<file path="src/rtl/spi_slave.sv">
// SPI mode-0 responder for the SD-card link, oversampled on clock50.
// Double-buffered TX hold register, level-valid RX register with overrun flag.
module spi_slave #(
  parameter logic [7:0] DEFAULT_TX  = 8'hFF,
  parameter int         SYNC_STAGES = 2
) (
  input  logic       clock50,
  input  logic       rst_n,
  input  logic       spi_cs,
  input  logic       spi_sclk,
  input  logic       spi_mosi,
  output logic       spi_miso,
  output logic       spi_miso_oe,
  input  logic [7:0] tx_data,
  input  logic       tx_load,
  output logic       tx_full,
  output logic [7:0] rx_data,
  output logic       rx_valid,
  input  logic       rx_ack,
  output logic       rx_ovr
);

  typedef enum logic {IDLE, ACTIVE} state_t;

  state_t state, state_n;

  logic [SYNC_STAGES-1:0] cs_sync;
  logic [SYNC_STAGES-1:0] sclk_sync;
  logic [SYNC_STAGES-1:0] mosi_sync;
  logic cs_q, sclk_q;
  logic cs_s, sclk_s, mosi_s;
  logic cs_fall, cs_rise, sclk_rise, sclk_fall;

  logic [7:0] hold;
  logic [7:0] tx_shift;
  logic [7:0] rx_shift;
  logic [7:0] next_byte;
  logic [2:0] cnt;

  logic enter, leave, rx_en, tx_step;
  logic consume, shift, byte_done;

  always_ff @(posedge clock50) begin
    if (!rst_n) begin
      cs_sync   <= '1;
      sclk_sync <= '0;
      mosi_sync <= '0;
      cs_q      <= 1'b1;
      sclk_q    <= 1'b0;
    end else begin
      cs_sync   <= {cs_sync[SYNC_STAGES-2:0], spi_cs};
      sclk_sync <= {sclk_sync[SYNC_STAGES-2:0], spi_sclk};
      mosi_sync <= {mosi_sync[SYNC_STAGES-2:0], spi_mosi};
      cs_q      <= cs_s;
      sclk_q    <= sclk_s;
    end
  end

  assign cs_s      = cs_sync[SYNC_STAGES-1];
  assign sclk_s    = sclk_sync[SYNC_STAGES-1];
  assign mosi_s    = mosi_sync[SYNC_STAGES-1];
  assign cs_fall   = cs_q & ~cs_s;
  assign cs_rise   = ~cs_q & cs_s;
  assign sclk_rise = ~sclk_q & sclk_s;
  assign sclk_fall = sclk_q & ~sclk_s;

  always_ff @(posedge clock50) begin
    if (!rst_n) state <= IDLE;
    else        state <= state_n;
  end

  // CS edges take priority; a coincident SCLK rise on entry is bit 0
  always_comb begin
    state_n = state;
    enter   = 1'b0;
    leave   = 1'b0;
    rx_en   = 1'b0;
    tx_step = 1'b0;
    unique case (state)
      IDLE: begin
        if (cs_fall) begin
          state_n = ACTIVE;
          enter   = 1'b1;
          rx_en   = sclk_rise;
        end
      end
      ACTIVE: begin
        if (cs_rise) begin
          state_n = IDLE;
          leave   = 1'b1;
        end else begin
          rx_en   = sclk_rise;
          tx_step = sclk_fall;
        end
      end
      default: state_n = IDLE;
    endcase
  end

  assign next_byte = tx_full ? hold : DEFAULT_TX;
  assign consume   = enter | (tx_step & (cnt == 3'd0));
  assign shift     = tx_step & (cnt != 3'd0);
  assign byte_done = rx_en & (cnt == 3'd7);

  always_ff @(posedge clock50) begin
    if (!rst_n) begin
      hold     <= 8'h00;
      tx_full  <= 1'b0;
      tx_shift <= DEFAULT_TX;
      rx_shift <= 8'h00;
      rx_data  <= 8'h00;
      rx_valid <= 1'b0;
      rx_ovr   <= 1'b0;
      cnt      <= 3'd0;
    end else begin
      if (consume) begin
        tx_shift <= next_byte;
        tx_full  <= 1'b0;
      end else if (shift) begin
        tx_shift <= {tx_shift[6:0], 1'b0};
      end
      // a same-cycle load lands after the consume took the old byte
      if (tx_load) begin
        hold    <= tx_data;
        tx_full <= 1'b1;
      end
      if (leave) begin
        cnt <= 3'd0;
      end else if (rx_en) begin
        rx_shift <= {rx_shift[6:0], mosi_s};
        cnt      <= cnt + 3'd1;
      end
      if (byte_done) begin
        rx_data  <= {rx_shift[6:0], mosi_s};
        rx_valid <= 1'b1;
        rx_ovr   <= rx_ack ? 1'b0 : (rx_ovr | rx_valid);
      end else if (rx_ack) begin
        rx_valid <= 1'b0;
        rx_ovr   <= 1'b0;
      end
    end
  end

  assign spi_miso_oe = (state == ACTIVE);
  assign spi_miso    = spi_miso_oe ? tx_shift[7] : 1'b1;

endmodule

</file>
<file path="config.mk">
export PLATFORM = sky130hd
export DESIGN_NAME = spi_slave
export DESIGN_NICKNAME = d
export VERILOG_FILES = /design/src/rtl/spi_slave.sv
export SDC_FILE = /design/constraint.sdc
export NUM_CORES = 1
export LEC_CHECK = 0
export BUFFER_PORTS_ARGS = -buffer_cell sky130_fd_sc_hd__buf_2
export CORE_MARGIN = 2
export CORE_UTILIZATION = 54
export DETAILED_ROUTE_END_ITERATION = 8
export HOLD_SLACK_MARGIN = 0.1
export PLACE_DENSITY = 0.76
export SLEW_MARGIN = 20
export SYNTH_ARGS = -nofsm -noshare
export SYNTH_HDL_FRONTEND = slang
export SYNTH_SLANG_ARGS = --single-unit
</file>
<file path="constraint.sdc">
create_clock -name clock50 -period 1.6 [get_ports clock50]
set_clock_uncertainty 0.05 [all_clocks]
set_input_delay 0.16 -clock clock50 [delete_from_list [all_inputs] [get_ports clock50]]
set_output_delay 0.16 -clock clock50 [all_outputs]
set_load 0.02 [all_outputs]
</file>
# Yosys cells after proc, flatten, opt, wreduce, memory -nomap -nowiden
# Index checks and enable logic that the tools add are counted.
dict set report word_totals {
  inputBits 15
  wordCells 60
  reg_bits 46
}
dict set report op_classes {
  add_sub_neg 1
  n_mux 21
  eq_ne 1
  n_bitwise 16
  reduce_logical 7
}
# op count
set op_table {}
lappend op_table {{8-bit 2-to-1 mux} 3}
lappend op_table {{1-bit 2-to-1 mux} 16}
lappend op_table {{1-bit bitwise AND} 7}
lappend op_table {{1-bit inverter} 7}
lappend op_table {{2-bit nonzero test} 3}
lappend op_table {{1-bit one-hot mux with 2 select lines} 2}
lappend op_table {{3-bit by 1-bit adder with 3-bit output, second input constant} 1}
lappend op_table {{3-bit equality test, second input constant} 1}
lappend op_table {{3-bit logical NOT} 1}
lappend op_table {{3-bit nonzero test} 1}
lappend op_table {{1-bit bitwise OR} 2}
lappend op_table {{2-bit AND reduction} 1}
lappend op_table {{2-bit OR reduction} 1}

# Depth between registers and ports, before layout
dict set report depth {
  ltp_word 8
  ltp_mapped 6
  ltp_nobuf 6
}

# Worst setup path after synthesis
# Ideal clock, no wire load.
dict set report synth_timing {
  path_kind {register -> register}
  startpoint {register state (netlist: spi_miso_oe)}
  endpoint {register tx_shift[3]}
  required_time_ns 1.407
  setup_ns 0.143
  arrival_time_ns 1.325
  period_less_slack_ns 1.517
  path_slack_ns 0.083
  stages_incl_launch_ff 7
  path_cell_list {dfxtp_1 > buf_6 > or3b_4 > o211a_2 > buf_6 > nand2_1 > o211ai_1}
}
dict set report synth_between {
  elab_chain_len 4
  word_cells_on_any_way 7
  classes_between {mux: 3; bitwise: 3; reduce/logical: 1}
}
# element line_no
set synth_rtl {}
lappend synth_rtl {{from (decl)} 25} ;# state_t state, state_n;
lappend synth_rtl {{from (signal assigned)} 69} ;# else state <= state_n;
lappend synth_rtl {{1-bit 2-to-1 mux} 79} ;# unique case (state)
lappend synth_rtl {{1-bit bitwise AND} 101} ;# assign consume = enter | (tx_step & (cnt == 3'd0));
lappend synth_rtl {{1-bit bitwise OR} 101}
lappend synth_rtl {{8-bit 2-to-1 mux or 2-bit nonzero test (tied branches)} -}
lappend synth_rtl {{to (signal assigned)} 117} ;# tx_shift <= next_byte;
lappend synth_rtl {{to (signal assigned)} 120} ;# tx_shift <= {tx_shift[6:0], 1'b0};
lappend synth_rtl {{to (decl)} 35} ;# logic [7:0] tx_shift;
# Several ways; a longest one is shown, not always the timed one.
# A chain may end at the register's enable or synchronous reset.

# Final worst setup path
dict set report layout_timing {
  startpoint {register cs_q}
  endpoint {register tx_shift[7]}
}
dict set report layout_between {
  elab_chain_len 7
  word_cells_on_any_way 12
  classes_between {mux: 5; bitwise: 6; reduce/logical: 1}
}
# element line_no
set layout_rtl {}
lappend layout_rtl {{from (decl)} 30} ;# logic cs_q, sclk_q;
lappend layout_rtl {{from (signal assigned)} 54} ;# cs_q <= cs_s;
lappend layout_rtl {{1-bit inverter} 63} ;# assign cs_rise = ~cs_q & cs_s;
lappend layout_rtl {{1-bit bitwise AND} 63}
lappend layout_rtl {{1-bit 2-to-1 mux} 88} ;# if (cs_rise) begin
lappend layout_rtl {{1-bit 2-to-1 mux} 79}
lappend layout_rtl {{1-bit bitwise AND} 101}
lappend layout_rtl {{1-bit bitwise OR} 101}
lappend layout_rtl {{8-bit 2-to-1 mux or 2-bit nonzero test (tied branches)} -}
# Several ways; a longest one is shown, not always the timed one.

==> flow_summary.json <==
{
  "ys_seq_area_share_pct": 49.3,
  "register_area_um2": 922,
  "tightest_slew_ns": 0.310,
  "critPathTopFamily": "compound AO/OA/AOI/OAI gates",
  "pwr-share-comb_pct": 10.3,
  "core_mm2": 0.00334,
  "synth_top_cells_by_area": "dfxtp_1, mux2i_1, nand2_1",
  "place.gp.congestion": 0.834,
  "wl_mm": 3.76,
  "crit_cells": 4,
  "relSlewSlack_pct": 79.3,
  "vias": 1501,
  "antenna_found_initial": 0,
  "multi_input_area_um2": 857,
  "worst_setup_path_end_kind": "flop",
  "cts.sinks": 46,
  "synthCells": 197,
  "pre_cts_ws_ns": -0.0860,
  "cts_tree": "done",
  "initial_utilization_pct": 56.0,
  "final_max_slew_viol_count": 0,
  "synth_edf_count": 0,
  "async_flop_share_pct": 0,
  "drc": 0,
  "fp.dieH_um": 62.8,
  "swShare_pct": 23.6,
  "power.leakage_nw": 0.907,
  "pwr-share-clk_pct": 25.9,
  "syn_area_mm2": 0.00187,
  "grt.total_usage_pct": 22.0,
  "hold_class": "in -> reg",
  "critical_path_class": "reg -> reg",
  "switchingPower_w": 0.000446,
  "portBuffers": 27,
  "synth_top_area_share_pct": 49.3,
  "first_global_vias": 1574,
  "fin_nets": 254,
  "cts.clk_slew.worst_paths_ns": 0.11,
  "whs_ns": 0.144,
  "postRouteAntennaNets": 0,
  "nFillCells": 291,
  "htree_levels": 2,
  "insertion_delay_ns": 0.35,
  "synth_flop_cell": "dfxtp_1",
  "clockBufferDepth": 2,
  "start_kind": "flop",
  "intPower_w": 0.00144,
  "critical_path.cell_chain": "or3b_4 -> a21o_1 -> o22ai_1 -> o211ai_1",
  "max_freq_ghz": 0.653,
  "rsz0062_at_grt": "true",
  "setup_violations": 0,
  "synthToLayoutAreaGrowth_pct": 18.2,
  "wl_per_cell_um": 13.3,
  "drtIter0Drc": 73,
  "p_seq_share_pct": 63.8,
  "cap_viol_max_count": 0,
  "synth_top_area_cell": "dfxtp_1",
  "grt-ovfl-total": 0,
  "hold_path_depth": 3,
  "setup_tns_ns": 0,
  "cts_root_buf": "clkbuf_4",
  "power.density_mw_per_mm2": 856,
  "die_width_um": 62.8,
  "peakVddDrop_uv": 689,
  "grt_pass1_wl_mm": 6.88,
  "utilization_pct": 66.2,
  "numCtsBuffers": 5,
  "grt_max_degree": 22,
  "die-area_mm2": 0.00395,
  "post_cts_buffers": 0,
  "syn_nets": 215,
  "slowest_delay_ns": 0.43,
  "vias_per_cell": 5.32,
  "drtPass1Iterations": 4,
  "syn_avg_cell_area_um2": 9.49,
  "setup_ws_ns": 0.0674,
  "io_pins": 28,
  "rows": 21,
  "arrival_ns": 1.71,
  "period_needed_ns": 1.53,
  "synth_warnings": 0,
  "dp_hpwl_mm": 2.59,
  "drive_gt1_share_pct": 18.6,
  "ys_seq_elements": 46,
  "status": "completed",
  "cp_slowest_cell": "or3b_4",
  "finalHoldViolCount": 0,
  "min_period_over_period_pct": 95.8,
  "required_ns": 1.78,
  "ff2ff_path_depth": 4,
  "num_antenna_cells": 0,
  "synth.distinct_cells": 33,
  "crit_fanout": 6,
  "critPathBufInv": 0
}
==> cells by family (layout without fill, tap and decap cells) <==
| kind of cell | after synthesis | count (layout) | share of synthesized area, % |
|---|---|---|---|
| buffers and inverters | 19 | 58 | 5.02 |
| muxes | 16 | 16 | 8.57 |
| DFF | 46 | 46 | 49.3 |
| and+or+nand+nor | 70 | 70 | 19.1 |
| AOI/OAI and AO/OA | 41 | 41 | 14.9 |
| adders and majority gates | 5 | 5 | 3.15 |
==> worst paths after layout <==
| path | from | endpoint | slack (ns) |
|---|---|---|---|
| min | tx_load | tx_full | 0.14 |
| max reg2reg | cs_q | tx_shift[7] | 0.07 |
| max | cs_q | tx_shift[7] | 0.07 |
| min reg2reg | cs_sync[0] | cs_sync[1] | 0.37 |
==> synth_stat cells, drive strengths merged, types with 3 or more instances <==
cell type / instances
dfxtp: 46
nand2: 29
mux2i: 16
nand3: 11
nor2b: 11
clkbuf: 10
o21ai: 10
a21boi: 7
o211ai: 7
o22ai: 7
and2: 6
inv: 6
nand2b: 5
a21oi: 3
buf: 3
ha: 3
==> tightest hold or removal path, stage by stage <==
cell	delay, ns
buf_2	0.19
nand2_1	0.09
o31ai_1	0.06
==> layout by cell type (no fill, tap or decap), types with 10 or more instances in the layout <==
master,instances
dfxtp_1,45
nand2_1,29
nand3_1,11
dlygate4sd3_1,14
o21ai_0,10
buf_2,27
nor2b_1,11
mux2i_1,16
==> sequential cells by signal, summed over array words and instances, names as in the netlist <==
| name | cells |
|---|---|
| cs_sync | 2 |
| cnt | 3 |
| mosi_sync | 2 |
| rx_shift | 7 |
| rx_ovr | 1 |
| tx_full | 1 |
| spi_miso_oe | 1 |
| hold | 8 |
| rx_data | 8 |
| rx_valid | 1 |
| sclk_sync | 2 |
| tx_shift | 8 |
| cs_q | 1 |
| sclk_q | 1 |
==> power groups by stage <==
stage	logic, W	registers [W]	clock network, W
3_5_place_dp	0.000170	0.00123	0
4_1_cts	0.000196	0.00121	0.000511
3_3_place_gp	0.000162	0.00123	0
2_1_floorplan	0.000123	0.00123	0
6_report	0.000196	0.00121	0.000489
5_1_grt	0.000219	0.00121	0.000565
==> per-stage QoR <==
stage	instance area, um^2	std cells	power (W)
global route	2210	282	0.00200
detailed placement	2020	261	0.00140
finish	2210	282	0.00189
floorplan	1870	197	0.00135
global placement	2020	261	0.00139
CTS	2210	282	0.00191
==> timing repair <==
action,CTS,global route
setup endpoints to repair,9,14
hold buffers,14,0
hold endpoints to repair,16,0
resized for setup,1,2
==> metal layers <==
layer  wire length, um  vias up  global-route usage [%]
met5                 0        -                       0
met4                63        0                    8.61
met3               130        6                    6.49
met2              1870       29                    39.0
met1              1700      705                    24.6
li1                  -      761                       -
==> layout make-up <==
cell class                      instances  share of cell area (%)
Sequential cell                        46                    41.7
Tap cell                               46                    2.60
Inverter                                6                    1.02
Timing Repair Buffer                   45                    13.8
Clock buffer                            7                    2.04
Multi-Input combinational cell        132                    38.8
No activity file was read; power rests on OpenSTA's default activity.
